File: config.mk
export PLATFORM = sky130hd
export DESIGN_NAME = lsq_param
export DESIGN_NICKNAME = d
export VERILOG_FILES = /design/src/rtl/lsq_param.sv
export SDC_FILE = /design/constraint.sdc
export NUM_CORES = 1
export LEC_CHECK = 0
export BUFFER_PORTS_ARGS = -buffer_cell sky130_fd_sc_hd__clkbuf_2
export CAP_MARGIN = 20
export CORE_AREA = 2 2 284 286
export DETAILED_ROUTE_END_ITERATION = 8
export DIE_AREA = 0 0 286 288
export HOLD_SLACK_MARGIN = 0.12
export SETUP_SLACK_MARGIN = 0.15
export SLEW_MARGIN = 10
export SYNTH_ARGS = -nofsm -noshare
export SYNTH_HDL_FRONTEND = slang
export SYNTH_SLANG_ARGS = --single-unit
File: constraint.sdc
create_clock -name clk -period 5.93 [get_ports clk]
set_clock_uncertainty 0.15 [all_clocks]
set_input_delay 1.186 -clock clk [delete_from_list [all_inputs] [get_ports clk]]
set_output_delay 1.186 -clock clk [all_outputs]
set_load 0.02 [all_outputs]
File: src/rtl/lsq_param.sv
// lsq_param: in-order load/store queue (circular buffer, tail/issue/head).
// Allocates core requests, issues them to memory in program order,
// collects load responses and retires entries in order to the core.
// Ports: clk, rst (async, active high); memR/memW + *_in_C core request;
// *_out_C + ready_out_C retired load; stall_out_C queue full; empty;
// *_out_M + valid_out_M memory request, stall_in_M back-pressure;
// data_in_M/ldstID_in_M/ready_in_M memory load response.
// Option: define LSQ_FWD_EN for store-to-load forwarding at allocation.
module lsq_param #(
    parameter int DEPTH   = 8,
    parameter int ADDR_W  = 32,
    parameter int DATA_W  = 32,
    parameter int CNTRL_W = 16,
    parameter int TAG_W   = 4,
    localparam int ID_W   = $clog2(DEPTH)
) (
    input  logic               clk,
    input  logic               rst,
    input  logic               memR,
    input  logic               memW,
    input  logic [ADDR_W-1:0]  addr_in_C,
    input  logic [DATA_W-1:0]  data_in_C,
    input  logic [CNTRL_W-1:0] cntrl_in_C,
    input  logic [TAG_W-1:0]   Z_in_C,
    output logic [ADDR_W-1:0]  addr_out_C,
    output logic [DATA_W-1:0]  data_out_C,
    output logic [CNTRL_W-1:0] cntrl_out_C,
    output logic [TAG_W-1:0]   Z_out_C,
    output logic               ready_out_C,
    output logic               stall_out_C,
    output logic [ADDR_W-1:0]  addr_out_M,
    output logic [DATA_W-1:0]  data_out_M,
    output logic               rw_out_M,
    output logic [ID_W-1:0]    ldstID_out_M,
    output logic               valid_out_M,
    input  logic               stall_in_M,
    input  logic [DATA_W-1:0]  data_in_M,
    input  logic [ID_W-1:0]    ldstID_in_M,
    input  logic               ready_in_M,
    output logic               empty
);

    // Per-entry status; iss_q = entry has passed the issue pointer.
    logic [DEPTH-1:0]   valid_q, done_q, iss_q, st_q;
    logic [ADDR_W-1:0]  addr_q  [DEPTH];
    logic [DATA_W-1:0]  data_q  [DEPTH];
    logic [CNTRL_W-1:0] cntrl_q [DEPTH];
    logic [TAG_W-1:0]   z_q     [DEPTH];

    logic [ID_W-1:0] tail_q, tail_d, issue_q, issue_d, head_q, head_d;
    logic [ID_W:0]   count_q, count_d;

    logic [ADDR_W-1:0]  addr_c_q;
    logic [DATA_W-1:0]  data_c_q;
    logic [CNTRL_W-1:0] cntrl_c_q;
    logic [TAG_W-1:0]   z_c_q;
    logic               ready_c_q;

    logic              alloc, fire, skip, resp, retire;
    logic              fwd_load;
    logic [DATA_W-1:0] fwd_data;

    assign stall_out_C  = (count_q == (ID_W+1)'(DEPTH));
    assign empty        = (count_q == '0);
    assign valid_out_M  = valid_q[issue_q] & ~iss_q[issue_q] & ~done_q[issue_q];
    assign ldstID_out_M = issue_q;
    assign addr_out_M   = addr_q[issue_q];
    assign data_out_M   = data_q[issue_q];
    assign rw_out_M     = st_q[issue_q];

    assign addr_out_C  = addr_c_q;
    assign data_out_C  = data_c_q;
    assign cntrl_out_C = cntrl_c_q;
    assign Z_out_C     = z_c_q;
    assign ready_out_C = ready_c_q;

    always_comb begin
        alloc  = (memR | memW) & ~stall_out_C;
        fire   = valid_out_M & ~stall_in_M;
        // A forwarded load is done before it reaches the issue pointer;
        // the pointer steps over it without a memory request.
        skip   = valid_q[issue_q] & ~iss_q[issue_q] & done_q[issue_q];
        resp   = ready_in_M & valid_q[ldstID_in_M] & iss_q[ldstID_in_M]
               & ~done_q[ldstID_in_M] & ~st_q[ldstID_in_M];
        retire = valid_q[head_q] & done_q[head_q];
        fwd_load = 1'b0;
        fwd_data = '0;
`ifdef LSQ_FWD_EN
        // Walk oldest to youngest so the last match is the youngest store.
        for (int k = 0; k < DEPTH; k++) begin
            if (valid_q[head_q + ID_W'(k)] && st_q[head_q + ID_W'(k)] &&
                addr_q[head_q + ID_W'(k)] == addr_in_C) begin
                fwd_load = alloc & ~memW;
                fwd_data = data_q[head_q + ID_W'(k)];
            end
        end
`endif
        tail_d  = tail_q + ID_W'(alloc);
        issue_d = issue_q + ID_W'(fire | skip);
        head_d  = head_q + ID_W'(retire);
        count_d = count_q + (ID_W+1)'(alloc) - (ID_W+1)'(retire);
    end

    always_ff @(posedge clk or posedge rst) begin
        if (rst) begin
            tail_q    <= '0;
            issue_q   <= '0;
            head_q    <= '0;
            count_q   <= '0;
            valid_q   <= '0;
            done_q    <= '0;
            iss_q     <= '0;
            st_q      <= '0;
            ready_c_q <= 1'b0;
            addr_c_q  <= '0;
            data_c_q  <= '0;
            cntrl_c_q <= '0;
            z_c_q     <= '0;
        end else begin
            ready_c_q <= 1'b0;
            if (retire) begin
                valid_q[head_q] <= 1'b0;
                if (!st_q[head_q]) begin
                    ready_c_q <= 1'b1;
                    addr_c_q  <= addr_q[head_q];
                    data_c_q  <= data_q[head_q];
                    cntrl_c_q <= cntrl_q[head_q];
                    z_c_q     <= z_q[head_q];
                end
            end
            if (fire | skip) begin
                iss_q[issue_q] <= 1'b1;
                if (st_q[issue_q]) begin
                    done_q[issue_q] <= 1'b1;
                end
            end
            if (resp) begin
                done_q[ldstID_in_M] <= 1'b1;
            end
            if (alloc) begin
                valid_q[tail_q] <= 1'b1;
                done_q[tail_q]  <= fwd_load;
                iss_q[tail_q]   <= 1'b0;
                st_q[tail_q]    <= memW;
            end
            tail_q  <= tail_d;
            issue_q <= issue_d;
            head_q  <= head_d;
            count_q <= count_d;
        end
    end

    // Payload storage needs no reset: it is only read behind valid bits.
    always_ff @(posedge clk) begin
        if (alloc) begin
            addr_q[tail_q]  <= addr_in_C;
            data_q[tail_q]  <= fwd_load ? fwd_data : data_in_C;
            cntrl_q[tail_q] <= cntrl_in_C;
            z_q[tail_q]     <= Z_in_C;
        end
        if (resp) begin
            data_q[ldstID_in_M] <= data_in_M;
        end
    end

endmodule

==> out/qor.yml <==
arrival_ns: 3.69
ys_seq_area_frac: 0.661
vias: 24258
dr.pass1.iters: 6
synth_edf_count: 672
drt-initial-drc-count: 2879
fillers: 6711
pin_count: 281
clkPwrFrac: 0.225
synth-main-ff-cell: "edfxtp_1"
hp-class: "flop to flop"
hold_buffers: 0
crit_chain: "nand2_1 -> nor2_4 -> buf_12 -> a22oi_1 -> nand4_1 -> clkbuf_2"
hold_viol: 0
synth_cells: 2302
antenna_found_initial: 22
clock_latency_ns: 0.65
async_flop_share: 0.162
ys_seq_elements: 802
fp-row-count: 104
relSlewSlack: 0.237
path_clk_slew_ns: 0.07
ys_top_cells_by_area: "edfxtp_1 (57%), a22oi_1 (11%), dfrtp_1 (9.2%)"
regToRegStartpoint: "ldstID_out_M[0]"
cp_top_family: "simple AND/OR/NAND/NOR gates"
netlist_top_cells_count: "edfxtp_1 (672), a22oi_1 (534), mux2_2 (234), dfrtp_1 (130), nand4_1 (120)"
cts-resized-gates: 0
area.growth.synth_to_final_pct: 15.2
clk_path_buf_depth: 3
switching_share: 0.402
postCtsSetupRepairBufs: 0
cts_buffers: 85
synth_most_common_cell: "edfxtp_1"
synth_top_area_share: 0.569
dp.cells: 3524
start_util: 0.445
synth.avg_cell_area_um2: 15.4
required_ns: 4.59
period_minus_slack_ns: 5.03
nets: 2689
grt_pass1_vias: 24852
globalplace.congestion: 0.916
root_buffer: "clkbuf_16"
timing.fmax_mhz: 199
peakVddDrop_mv: 0.738
p_seq_frac: 0.365
remaining_drc_errors: 0
leakage_nw: 14.2
drt-total-wl_um: 115000
crit_buf_inv: 2
die_w_um: 286
r2r_setup_slack_ns: 2.25
tightest_slew_ns: 1.14
startpoint_type: "flop"
synth_cell_type_count: 61
port_buffers: 280
max_stage_delay_ns: 0.90
maxSlewViolCount: 0
synth.largest_area_cell: "edfxtp_1"
viasPerCell: 6.58
synth.yosys.warnings: 0
startpoint: "ldstID_out_M[1]"
antenna_left: 0
layout-drive-gt1-share: 0.301
fin_tns_setup_ns: 0
grt_use_total: 0.275
wl_per_cell_um: 31.3
maxCapViolCount: 0
combPwrFrac: 0.410
run_status: "complete, no violations"
rsz0062_at_grt: "no"
tritoncts: "done"
syn-num-nets: 2440
grt_start_max_net_pins: 67
grt-ovfl-total: 0
dieArea_mm2: 0.0824
core-area_mm2: 0.0796
dieHeight_um: 288
cts.sinks: 802
crit_path_end: "addr_out_M[7]"
min_from: "data_out_C[3]"
cpMaxStageDelayCell: "dfrtp_1"
p_per_area_mw_per_mm2: 580
ff2ff_path_depth: 7
finalNonFillerCells: 3689
endpoint_kind: "primary output"
r2r-end: "ldstID_out_M[2]"
synth.cell_area_mm2: 0.0355
cp.depth: 6
cts.htree.levels: 3
path_class: "flop to primary output"
finalCritPeriodShare: 0.848
power.net_switching_mw: 9.54
setup_viol: 0
grt_pass1_wl_um: 166000
dp_hpwl_um: 63800
worstPathMaxFanout: 51
p_int_mw: 14.2
==> worst reg2reg max path, stage by stage, from the launching register on <==
cell      delay, ns
dfrtp_1        0.89
mux4_2         0.60
and2_1         0.19
o211ai_1       0.64
inv_1          0.41
ha_1           0.31
ha_1           0.19
xor2_1         0.14
==> how the worst min path moves through the flow <==
stage / end / slack [ns] / depth (start not counted)
CTS: addr_out_C[27] / 0.37 / 1
detailed placement: data_out_C[22] / 0.34 / 1
finish: data_out_C[3] / 0.36 / 1
floorplan: valid_q[7] / 0.32 / 2
global route: addr_out_C[15] / 0.37 / 1
global placement: cntrl_out_C[0] / 0.34 / 1
==> stage by stage <==
stage / instance area [um2] / util / power, mW / setup WS, ns / hold slack (ns)
6_report: 40800 / 0.513 / 23.7 / 0.899 / 0.358
5_1_grt: 40800 / 0.513 / 24.7 / 0.717 / 0.374
4_1_cts: 40800 / 0.513 / 23.7 / 0.982 / 0.367
3_5_place_dp: 38000 / 0.478 / 18.4 / 1.27 / 0.344
3_3_place_gp: 38000 / 0.477 / 18.2 / 1.37 / 0.340
2_1_floorplan: 35500 / - / 14.6 / 1.12 / 0.319
==> sequential cells by signal, summed over array words and instances (netlist names) <==
name,count
addr_q,256
ldstID_out_M,3
done_q,8
cntrl_q,128
ready_out_C,1
data_out_C,32
addr_out_C,32
st_q,8
tail_q,3
Z_out_C,4
data_q,256
head_q,3
valid_q,8
count_q,4
iss_q,8
z_q,32
cntrl_out_C,16
==> layout by cell type, fill, tap and decap left out, types with 49 or more instances in the layout <==
master,instances
mux2_4,49
clkbuf_2,280
clkbuf_16,86
mux2_2,234
dfrtp_1,130
mux2_1,71
edfxtp_1,672
nand4_1,120
a22oi_1,534
buf_4,50
==> area by class of cell <==
cell class                 instances  area, um2  area share
sequential                       802      23400       0.574
clock inverter                    45        508      0.0124
multi-input combinational       1296      11200       0.274
inverter                          26        103     0.00251
timing repair buffer             340       1980      0.0484
clock buffer                     112       2290      0.0561
tap                             1060       1330      0.0325
antenna                            8       20.0    0.000490
==> power by group through the flow <==
stage	logic [mW]	registers [mW]	clock network (mW)
3_5_place_dp	9.66	8.73	0
2_1_floorplan	5.82	8.75	0
3_3_place_gp	9.49	8.68	0
5_1_grt	10.2	8.79	5.64
6_report	9.73	8.65	5.33
4_1_cts	9.70	8.63	5.40
==> cells by family after synthesis <==
family	count (synthesis)	share of synthesized area
flops	802	0.661
compound gates	642	0.138
mux	367	0.124
simple gates	269	0.0449
buf+inv	204	0.0267
fa+ha+maj	13	0.00480
xor+xnor	5	0.00123
==> metal layers <==
| metal | track usage | routed length (um) | vias up |
|---|---|---|---|
| met5 | 0 | 195 | - |
| met3 | 0.0636 | 11600 | 338 |
| met4 | 0.108 | 4140 | 28 |
| li1 | - | - | 10093 |
| met2 | 0.457 | 56100 | 1537 |
| met1 | 0.350 | 43300 | 12262 |
Power figures use the tool's default switching activity.
